==> config.mk <==
export PLATFORM = sky130hd
export DESIGN_NAME = seg_scan_driver
export DESIGN_NICKNAME = d
export VERILOG_FILES = /design/src/rtl/seg_scan_driver.sv
export SDC_FILE = /design/constraint.sdc
export NUM_CORES = 1
export LEC_CHECK = 0
export BUFFER_PORTS_ARGS = -buffer_cell sky130_fd_sc_hd__buf_4
export CORE_AREA = 8 8 66 124
export DETAILED_ROUTE_END_ITERATION = 8
export DIE_AREA = 0 0 74 132
export GPL_ROUTABILITY_DRIVEN = 0
export GPL_TIMING_DRIVEN = 0
export PLACE_DENSITY = 0.56
export SYNTH_ARGS = -nofsm -noshare
export SYNTH_HDL_FRONTEND = slang
export SYNTH_SLANG_ARGS = --single-unit
==> constraint.sdc <==
create_clock -name clk_i -period 5.7 [get_ports clk_i]
set_input_delay 1.425 -clock clk_i [delete_from_list [all_inputs] [get_ports clk_i]]
set_output_delay 1.425 -clock clk_i [all_outputs]
set_load 0.02 [all_outputs]
==> src/rtl/seg_scan_driver.sv <==
// rtl/seg_scan_driver.sv - time-multiplexed seven-segment scan driver
// Shadowed hex/dp capture, per-digit scan with guard time, leading-zero blanking, registered pins.
module seg_scan_driver #(
    parameter int DIGITS     = 4,
    parameter int SCAN_DIV   = 50000,
    parameter int GUARD      = 2,
    parameter int ACTIVE_LOW = 1
) (
    input  logic                        clk_i,
    input  logic                        rst_i,
    input  logic                        load_i,
    input  logic [4*DIGITS-1:0]         value_i,
    input  logic [DIGITS-1:0]           dp_i,
    input  logic                        lz_en_i,
    input  logic                        enable_i,
    output logic [6:0]                  seg_o,
    output logic                        dp_out_o,
    output logic [DIGITS-1:0]           an_o,
    output logic [$clog2(DIGITS)-1:0]   digit_idx_o
);
    localparam int   IW  = $clog2(DIGITS);
    localparam int   PW  = $clog2(SCAN_DIV);
    localparam logic INV = (ACTIVE_LOW != 0);

    logic [4*DIGITS-1:0] val_q;
    logic [DIGITS-1:0]   dp_q;
    logic [PW-1:0]       pre_q, pre_d;
    logic [IW-1:0]       idx_q, idx_d;
    logic [6:0]          seg_q, seg_d;
    logic                dp_out_q, dp_out_d;
    logic [DIGITS-1:0]   an_q, an_d;

    logic [3:0]          nib_sel;
    logic                dp_sel;
    logic                zero_run;
    logic                supp;
    logic                blank;
    logic [6:0]          seg_lit;
    logic                dp_lit;
    logic [DIGITS-1:0]   an_lit;

    // Codes are stored active-low; lit-high versions are derived below.
    function automatic logic [6:0] hex_code(input logic [3:0] n);
        case (n)
            4'h0: return 7'h40;
            4'h1: return 7'h79;
            4'h2: return 7'h24;
            4'h3: return 7'h30;
            4'h4: return 7'h19;
            4'h5: return 7'h12;
            4'h6: return 7'h02;
            4'h7: return 7'h78;
            4'h8: return 7'h00;
            4'h9: return 7'h10;
            4'hA: return 7'h08;
            4'hB: return 7'h03;
            4'hC: return 7'h46;
            4'hD: return 7'h21;
            4'hE: return 7'h06;
            default: return 7'h0E;
        endcase
    endfunction

    always_comb begin
        pre_d = pre_q + PW'(1);
        idx_d = idx_q;
        if (pre_q == PW'(SCAN_DIV - 1)) begin
            pre_d = '0;
            idx_d = (idx_q == IW'(DIGITS - 1)) ? '0 : idx_q + IW'(1);
        end
    end

    always_comb begin
        nib_sel  = '0;
        dp_sel   = 1'b0;
        zero_run = 1'b1;
        supp     = 1'b0;
        for (int i = 0; i < DIGITS; i++) begin
            if (idx_q == IW'(i)) begin
                nib_sel = val_q[4*i +: 4];
                dp_sel  = dp_q[i];
            end
        end
        // Walk from the most significant digit down; digit 0 is never blanked.
        for (int i = DIGITS - 1; i > 0; i--) begin
            zero_run = zero_run & (val_q[4*i +: 4] == 4'h0);
            if (idx_q == IW'(i) && zero_run)
                supp = lz_en_i;
        end
        blank   = ~enable_i | supp;
        seg_lit = blank ? 7'h00 : ~hex_code(nib_sel);
        dp_lit  = ~blank & dp_sel;
        an_lit  = (enable_i && pre_q >= PW'(GUARD)) ? (DIGITS'(1) << idx_q) : '0;
        seg_d    = INV ? ~seg_lit : seg_lit;
        dp_out_d = INV ? ~dp_lit  : dp_lit;
        an_d     = INV ? ~an_lit  : an_lit;
    end

    always_ff @(posedge clk_i or posedge rst_i) begin
        if (rst_i) begin
            val_q    <= '0;
            dp_q     <= '0;
            pre_q    <= '0;
            idx_q    <= '0;
            seg_q    <= {7{INV}};
            dp_out_q <= INV;
            an_q     <= {DIGITS{INV}};
        end else begin
            if (load_i) begin
                val_q <= value_i;
                dp_q  <= dp_i;
            end
            pre_q    <= pre_d;
            idx_q    <= idx_d;
            seg_q    <= seg_d;
            dp_out_q <= dp_out_d;
            an_q     <= an_d;
        end
    end

    assign seg_o       = seg_q;
    assign dp_out_o    = dp_out_q;
    assign an_o        = an_q;
    assign digit_idx_o = idx_q;

endmodule
==> impl_metrics.env, run 1 <==
export IMPL_outcome="complete, no violations"
export IMPL_tns_ps=0
export IMPL_period_minus_slack_ps=2614
export IMPL_h_tree_depth=2
export IMPL_firstDrtPassIters=4
export IMPL_antenna_found_initial=0
export IMPL_diodes=0
export IMPL_grt_setup_unrepaired="no"
export IMPL_skew_ps=6.377
export IMPL_core_mm2=0.006569
export IMPL_fillers=652
export IMPL_cp_max_fo=8
export IMPL_syn_to_final_growth_pct=22.96
export IMPL_yosysTopAreaCell="dfrtp_1"
export IMPL_cts_hold_buf=0
export IMPL_ant_nets=0
export IMPL_row_count=42
export IMPL_rr_worst_depth=10
export IMPL_drive_above_1_share_pct=35.45
export IMPL_worstPathRequired_ps=5890
export IMPL_hold_viol=0
export IMPL_slowest_delay_ps=420
export IMPL_hold_ws_ps=508.7
export IMPL_synth_compound_area_share_pct=8.709
export IMPL_grt_ovfl_total=0
export IMPL_yosys_warnings=0
export IMPL_cts_sinks=50
export IMPL_final_cell_mix="buf_4, dfrtp_1, nand2_1, mux2_2, nor2_1"
export IMPL_dp_hpwl_um=4668
export IMPL_max_vdd_ir_drop_mv=0.2688
export IMPL_synth_top_family_by_area="simple AND/OR/NAND/NOR gates"
export IMPL_grt_max_degree=41
export IMPL_cts_resized=0
export IMPL_grt_pass1_wl_um=9528
export IMPL_setup_viol=0
export IMPL_clk_pin_slew_ps=70
export IMPL_clockBufferDepth=2
export IMPL_met1_usage_pct=11.85
export IMPL_num_vias=1802
export IMPL_power_density_mw_per_mm2=269.0
export IMPL_drt_vias_per_instance=5.062
export IMPL_cts_inserted_buffers=5
export IMPL_critPathKind="reg2reg"
export IMPL_relSlewSlack_pct=56.48
export IMPL_maxCapViolCount=0
export IMPL_die_h_um=132
export IMPL_synth_top_area_share_pct=37.61
export IMPL_grt_total_usage_pct=13.00
export IMPL_clock_latency_ps=290
export IMPL_drt_iter0_markers=57
export IMPL_fin_nets=304
export IMPL_avgSynthCellArea_um2=11.44
export IMPL_p_leak_nw=1.401
export IMPL_wl_per_cell_um=16.47
export IMPL_slowest_stage="dfrtp_1"
export IMPL_crit_chain="inv_1 -> ha_1 -> nor2_2 -> o211ai_1 -> o21ai_0 -> inv_1 -> ha_1 -> nor2b_1 -> a21oi_1 -> o221ai_1"
export IMPL_syn_nets=258
export IMPL_synth_adder_area_share_pct=5.938
export IMPL_top_usage_layer="met2"
export IMPL_synthDistinctLibCells=46
export IMPL_postCtsSetupBuffers=0
export IMPL_synth_xor_area_share_pct=4.503
export IMPL_crit_family="compound AO/OA/AOI/OAI gates"
export IMPL_syn_cell_area_mm2=0.002529
export IMPL_path_buf_inv=2
export IMPL_cp_depth=10
export IMPL_fp_dieW_um=74
export IMPL_crit_path_start_kind="flip-flop"
export IMPL_synth_simple_area_share_pct=18.01
export IMPL_crit_arrival_ps=2800
export IMPL_finalCritPeriodShare_pct=45.85
export IMPL_hold_depth=3
export IMPL_die_area_mm2=0.009768
export IMPL_pin_count=39
export IMPL_maxSlewViolCount=0
export IMPL_layout_commonest_cell="buf_4"
export IMPL_muxShareOfSynthArea_pct=9.649
export IMPL_worstMarginPinSlew_ps=652.8
export IMPL_ys_seq_area_share_pct=50.07
export IMPL_cts_tree="yes"
export IMPL_remaining_drc_errors=0
export IMPL_min_path_type="reg2reg"
export IMPL_clock_root_buffer="clkbuf_16"
export IMPL_grt_use_met3_pct=2.896
export IMPL_wirelength_um=5865
export IMPL_clock_fmax_ghz=0.3826
export IMPL_first_global_vias=1927
export IMPL_reg2reg_slack_ps=3090
export IMPL_end_kind="flip-flop"
export IMPL_grt_met2_usage_pct=24.46
export IMPL_synthTopCellsByArea="dfrtp_1, dfstp_2, mux2_2"
export IMPL_ys_seq_elements=50
export IMPL_initial_core_util_pct=38.50
export IMPL_pre_cts_slack_ps=3071
export IMPL_io_buffers=38
export IMPL_fin_ws_ps=3086
export IMPL_syn_inst=221
-- sequential cells by signal (all words and copies together) (netlist names) --
register	cells
pre_q	16
an_o	4
dp_out_o	1
digit_idx_o	2
val_q	16
seg_o	7
dp_q	4
-- layout make-up --
cell class	count	area (um^2)	share of cell area, %
Buffer	7	52.55	1.690
Clock buffer	5	125.1	4.024
Clock inverter	3	40.04	1.288
Inverter	7	26.28	0.8451
Multi-Input combinational cell	157	1184	38.07
Sequential cell	50	1266	40.72
Tap cell	88	110.1	3.541
Timing Repair Buffer	39	305.3	9.819
-- synthesized netlist by cell type (all sizes together) --
cell type	instances
and2	2
nand2b	4
nor4	5
and2b	2
o211ai	2
a311o	1
inv	7
a311oi	2
or4	1
and4	2
nand3b	5
nand4	3
a2bb2oi	1
o221ai	4
o21ai	8
dfstp	12
nand2	25
mux2	19
xor2	6
nand3	6
nor3b	2
a21oi	7
and3	4
o22ai	1
mux2i	3
buf	4
xnor2	7
clkbuf	3
nor3	2
dfrtp	38
a21boi	1
a211oi	1
a31oi	1
nor2b	3
nor2	15
ha	12
-- per-layer routing --
layer / part of all wire [%] / routed length (um)
met1: 33 / 1960
met2: 59 / 3476
met3: 3.6 / 214
met4: 3.6 / 214
met5: 0 / 0
-- tightest hold or removal path, delay by kind of cell, from the launching register on --
family	cells	cell delay [ps]
flip-flops	1	340
AND/OR/NAND/NOR	2	100
AO/OA/AOI/OAI	1	60
-- cells by family after synthesis --
kind of cell	after synthesis
AND/OR/NAND/NOR	81
flip-flops	50
AO/OA/AOI/OAI	29
multiplexers	22
buffers and inverters	14
XOR/XNOR	13
adder cells (fa/ha/maj)	12
-- worst paths after layout --
check                                    start       end
max in group asynchronous                rst_i  seg_o[1]
min in group asynchronous                rst_i  val_q[8]
worst min register to register         dp_q[3]  dp_out_o
worst max-delay path            digit_idx_o[0]  seg_o[6]
worst min-delay path                   dp_q[3]  dp_out_o
worst max register to register  digit_idx_o[0]  seg_o[6]
-- per-stage QoR --
stage / cells / area, um^2 / utilization, % / power, mW
after floorplan: 221 / 2529 / - / 0.4651
after global placement: 347 / 2924 / 44.51 / 0.5087
after detailed placement: 348 / 2944 / 44.82 / 0.5121
after CTS: 356 / 3109 / 47.33 / 0.8486
after global routing: 356 / 3109 / 47.33 / 0.8737
final: 356 / 3109 / 47.33 / 0.8365
-- where the power goes --
part	switching [mW]	leakage [nW]	internal, mW
Clock	0.128	0.0836	0.205
Sequential	0.0146	0.598	0.381
Combinational	0.0550	0.719	0.0529
Total	0.197	1.40	0.639
No activity file was read; power rests on OpenSTA's default activity.
==> run 2, diff against run 1 <==
==> constraint.sdc (replaced) <==
create_clock -name clk_i -period 2.6 [get_ports clk_i]
set_input_delay 0.65 -clock clk_i [delete_from_list [all_inputs] [get_ports clk_i]]
set_output_delay 0.65 -clock clk_i [all_outputs]
set_load 0.02 [all_outputs]
==> impl_metrics.env, run 2 (synthesis gave the netlist of run 1 again) <==
export IMPL_critPathKind="reg2reg"
export IMPL_worstPathRequired_ps=2790
export IMPL_syn_to_final_growth_pct=23.55
export IMPL_initial_core_util_pct=38.50
export IMPL_clock_fmax_ghz=0.4214
export IMPL_postCtsSetupBuffers=0
export IMPL_die_area_mm2=0.009768
export IMPL_min_path_type="in2async"
export IMPL_pre_cts_slack_ps=-28.78
export IMPL_hold_viol=0
export IMPL_final_cell_mix="buf_4, dfrtp_1, nand2_1, mux2_2, nor2_1"
export IMPL_clock_latency_ps=290
export IMPL_grt_use_met3_pct=2.896
export IMPL_layout_commonest_cell="buf_4"
export IMPL_grt_max_degree=41
export IMPL_die_h_um=132
export IMPL_clock_root_buffer="clkbuf_16"
export IMPL_grt_setup_unrepaired="no"
export IMPL_slowest_stage="dfrtp_1"
export IMPL_finalCritPeriodShare_pct=91.28
export IMPL_antenna_found_initial=0
export IMPL_fin_nets=304
export IMPL_cts_tree="yes"
export IMPL_drt_iter0_markers=61
export IMPL_fp_dieW_um=74
export IMPL_power_density_mw_per_mm2=587.4
export IMPL_crit_chain="inv_1 -> ha_1 -> nor2_4 -> o211ai_1 -> o21ai_2 -> inv_1 -> ha_1 -> nor2b_1 -> a21oi_1 -> o221ai_1"
export IMPL_drt_vias_per_instance=5.070
export IMPL_fin_ws_ps=226.8
export IMPL_clockBufferDepth=2
export IMPL_maxCapViolCount=0
export IMPL_worstMarginPinSlew_ps=638.0
export IMPL_drive_above_1_share_pct=36.19
export IMPL_pin_count=39
export IMPL_firstDrtPassIters=4
export IMPL_clk_pin_slew_ps=70
export IMPL_p_leak_nw=1.405
export IMPL_setup_viol=0
export IMPL_ant_nets=0
export IMPL_top_usage_layer="met2"
export IMPL_max_vdd_ir_drop_mv=0.5889
export IMPL_slowest_delay_ps=420
export IMPL_grt_pass1_wl_um=9535
export IMPL_cts_inserted_buffers=5
export IMPL_maxSlewViolCount=0
export IMPL_crit_arrival_ps=2560
export IMPL_skew_ps=5.518
export IMPL_final_util_pct=47.56
export IMPL_h_tree_depth=2
export IMPL_end_kind="flip-flop"
export IMPL_hold_ws_ps=286.6
export IMPL_wl_per_cell_um=16.56
export IMPL_wirelength_um=5894
export IMPL_num_vias=1805
export IMPL_cp_max_fo=8
export IMPL_cts_hold_buf=0
export IMPL_crit_path_start_kind="flip-flop"
export IMPL_row_count=42
export IMPL_grt_ovfl_total=0
export IMPL_relSlewSlack_pct=57.47
export IMPL_diodes=0
export IMPL_grt_total_usage_pct=13.02
export IMPL_period_minus_slack_ps=2373
export IMPL_grt_met2_usage_pct=24.46
export IMPL_first_global_vias=1922
export IMPL_dp_hpwl_um=4668
export IMPL_met1_usage_pct=11.89
export IMPL_io_buffers=38
export IMPL_core_mm2=0.006569
export IMPL_cts_sinks=50
export IMPL_remaining_drc_errors=0
export IMPL_outcome="complete, no violations"
## run 2: cell counts in the layout (fill, tap and decap cells not counted)
No cell type changed its count.
## run 2: worst max-delay path, delay by kind of cell (launching register included)
family          cells  cell delay, ps
compound gates      4             580
fa+ha+maj           2             600
buf+inv             2             250
flops               1             420
simple gates        2             400
## run 2: path summary, 6_finish.rpt
path                                start       end  slack, ps  cells after the start
max reg2reg                digit_idx_o[0]  seg_o[6]        230                     10
max                        digit_idx_o[0]  seg_o[6]        230                     10
min reg2reg                       dp_q[3]  dp_out_o        510                      3
max in group asynchronous           rst_i  seg_o[1]       1750                      3
min                                 rst_i  val_q[8]        290                      2
min in group clk_i                dp_q[3]  dp_out_o        510                      3
## run 2: area by class of cell
class,count,area [um^2]
buffer,7,52.55
clock buffer,5,125.1
clock inverter,3,40.04
fill,651,3445
inverter,7,26.28
multi-input combinational,157,1199
sequential,50,1266
tap,88,110.1
timing repair buffer,39,305.3
## run 2: what timing repair did
item,in CTS,in global routing
pin swaps,0,0
resized for setup,2,2
endpoints found under the setup margin,2,4
## run 2: power by group
part / internal (mW) / total (mW) / switching, mW
Sequential: 0.835 / 0.867 / 0.0319
Combinational: 0.117 / 0.238 / 0.121
Clock: 0.450 / 0.730 / 0.280
Total: 1.40 / 1.84 / 0.433
## run 2: layer usage
| layer | share of wire (%) | up-vias | wire, um |
|---|---|---|---|
| met1 | 34 | 892 | 1991 |
| met5 | 0 | - | 0 |
| li1 | - | 866 | - |
| met4 | 3.6 | 0 | 213 |
| met3 | 3.7 | 13 | 216 |
| met2 | 59 | 34 | 3472 |
## run 2: through the flow
step,power [mW],area [um^2],cells,TNS [ps]
2_1_floorplan,1.020,2529,221,0
3_3_place_gp,1.115,2924,347,-28.69
3_5_place_dp,1.123,2944,348,-28.78
4_1_cts,1.861,3114,356,0
5_1_grt,1.917,3124,356,0
6_report,1.835,3124,356,0
==> run 3, diff against run 2 <==
--- a/config.mk
+++ b/config.mk
@@ -11,7 +11,7 @@
 export DIE_AREA = 0 0 74 132
 export GPL_ROUTABILITY_DRIVEN = 0
 export GPL_TIMING_DRIVEN = 0
-export PLACE_DENSITY = 0.56
+export PLACE_DENSITY = 0.58
 export SYNTH_ARGS = -nofsm -noshare
 export SYNTH_HDL_FRONTEND = slang
 export SYNTH_SLANG_ARGS = --single-unit
==> constraint.sdc (replaced) <==
create_clock -name clk_i -period 2.15 [get_ports clk_i]
set_input_delay 0.5375 -clock clk_i [delete_from_list [all_inputs] [get_ports clk_i]]
set_output_delay 0.5375 -clock clk_i [all_outputs]
set_load 0.02 [all_outputs]
==> impl_metrics.env, run 3 (synthesis gave the netlist of run 1 again) <==
export IMPL_initial_core_util_pct=38.50
export IMPL_clockBufferDepth=2
export IMPL_h_tree_depth=2
export IMPL_grt_total_usage_pct=12.57
export IMPL_fillers=625
export IMPL_r2r_start="digit_idx_o[0]"
export IMPL_maxSlewViolCount=0
export IMPL_num_vias=1854
export IMPL_crit_arrival_ps=2260
export IMPL_row_count=42
export IMPL_grt_ovfl_total=0
export IMPL_worstMarginPinSlew_ps=589.6
export IMPL_wirelength_um=5749
export IMPL_skew_ps=5.920
export IMPL_fin_nets=313
export IMPL_wl_per_cell_um=15.75
export IMPL_remaining_drc_errors=0
export IMPL_clock_root_buffer="clkbuf_16"
export IMPL_io_buffers=38
export IMPL_die_area_mm2=0.009768
export IMPL_ant_nets=0
export IMPL_drt_iter0_markers=92
export IMPL_grt_max_degree=40
export IMPL_critPathKind="reg2reg"
export IMPL_core_mm2=0.006569
export IMPL_pre_cts_slack_ps=-348.2
export IMPL_die_h_um=132
export IMPL_layout_commonest_cell="buf_4"
export IMPL_grt_setup_unrepaired="yes"
export IMPL_first_global_vias=2038
export IMPL_setup_viol=0
export IMPL_pin_count=39
export IMPL_r2r_end="seg_o[4]"
export IMPL_firstDrtPassIters=4
export IMPL_clock_fmax_ghz=0.4839
export IMPL_cts_tree="yes"
export IMPL_rr_worst_depth=8
export IMPL_syn_to_final_growth_pct=29.24
export IMPL_final_util_pct=49.75
export IMPL_crit_path_start_kind="flip-flop"
export IMPL_diodes=0
export IMPL_cts_hold_buf=0
export IMPL_antenna_found_initial=0
export IMPL_min_path_type="in2async"
export IMPL_grt_pass1_wl_um=9418
export IMPL_reg2reg_slack_ps=80
export IMPL_period_minus_slack_ps=2067
export IMPL_p_leak_nw=1.440
export IMPL_max_vdd_ir_drop_mv=0.5405
export IMPL_clk_pin_slew_ps=70
export IMPL_end_kind="flip-flop"
export IMPL_drive_above_1_share_pct=43.68
export IMPL_maxCapViolCount=0
export IMPL_hold_viol=0
export IMPL_fin_ws_ps=83.24
export IMPL_final_cell_mix="buf_4, dfrtp_1, nand2_1, mux2_2, nor2_1"
export IMPL_clock_latency_ps=290
export IMPL_fp_dieW_um=74
export IMPL_outcome="complete, no violations"
export IMPL_cts_inserted_buffers=5
export IMPL_place_area_mm2=0.002958
export IMPL_drt_vias_per_instance=5.079
export IMPL_cts_sinks=50
export IMPL_power_density_mw_per_mm2=659.7
export IMPL_cp_max_fo=10
export IMPL_design_area_mm2=0.003268
export IMPL_finalCritPeriodShare_pct=96.13
export IMPL_worstPathRequired_ps=2340
export IMPL_dp_hpwl_um=4502
export IMPL_relSlewSlack_pct=60.69
-- run 3: cell types whose count changed in the layout (fill, tap and decap cells not counted), sizes merged --
cell and delta:
clkbuf +1, bufinv -1, buf +9, clkinv -1, clkinvlp +1
-- run 3: worst max-delay path by stage --
stage | cells past startpoint | endpoint | startpoint
2_1_floorplan | 10 | seg_o[5] | digit_idx_o[0]
3_3_place_gp | 2 | digit_idx_o[0] | rst_i
3_5_place_dp | 10 | seg_o[6] | digit_idx_o[0]
4_1_cts | 10 | seg_o[1] | digit_idx_o[1]
5_1_grt | 9 | seg_o[6] | digit_idx_o[0]
6_report | 8 | seg_o[4] | digit_idx_o[0]
-- run 3: power breakdown --
part / internal, mW / switching (mW) / leakage (nW)
logic: 0.159 / 0.157 / 0.773
registers: 1.01 / 0.0328 / 0.594
clock network: 0.461 / 0.337 / 0.0729
total: 1.63 / 0.526 / 1.44
-- run 3: cell type report --
class                      count  area (um^2)  area share (%)
buffer                         7        56.30           1.723
clock buffer                   6        138.9           4.250
clock inverter                 2        12.51          0.3828
inverter                       7        26.28          0.8040
multi-input combinational    157         1282           39.24
sequential                    50         1269           38.82
tap                           88        110.1           3.369
timing repair buffer          48        372.9           11.41
-- run 3: critical path: stages (launching register included) --
cell and delay, ps:
dfrtp_2 400, ha_2 260, buf_6 170, mux2i_2 310, a31oi_4 60, buf_4 170, ha_1 240, mux2i_1 220
o221ai_2 140
-- run 3: what timing repair did --
| action | CTS | global route |
|---|---|---|
| pin swaps | 5 | 5 |
| resized for setup | 14 | 6 |
| buffers inserted | 7 | 2 |
| endpoints found under the setup margin | 7 | 5 |
-- run 3: layer usage --
metal | vias up | global-route usage [%] | wire (um)
met4 | 0 | 7.175 | 214
met2 | 35 | 23.97 | 3376
met3 | 11 | 2.973 | 241
met1 | 926 | 10.90 | 1917
met5 | - | 0 | 0
li1 | 882 | - | -
-- run 3: through the flow --
stage / cells / hold slack (ps) / total power, mW / TNS [ps]
after floorplan: 221 / 460.2 / 1.234 / 0
after detailed placement: 348 / 487.6 / 1.350 / -1269
final: 365 / 185.2 / 2.156 / 0
after global placement: 347 / 476.8 / 1.341 / -11790
after CTS: 363 / 189.8 / 2.168 / 0
after global routing: 365 / 201.0 / 2.248 / -50.10
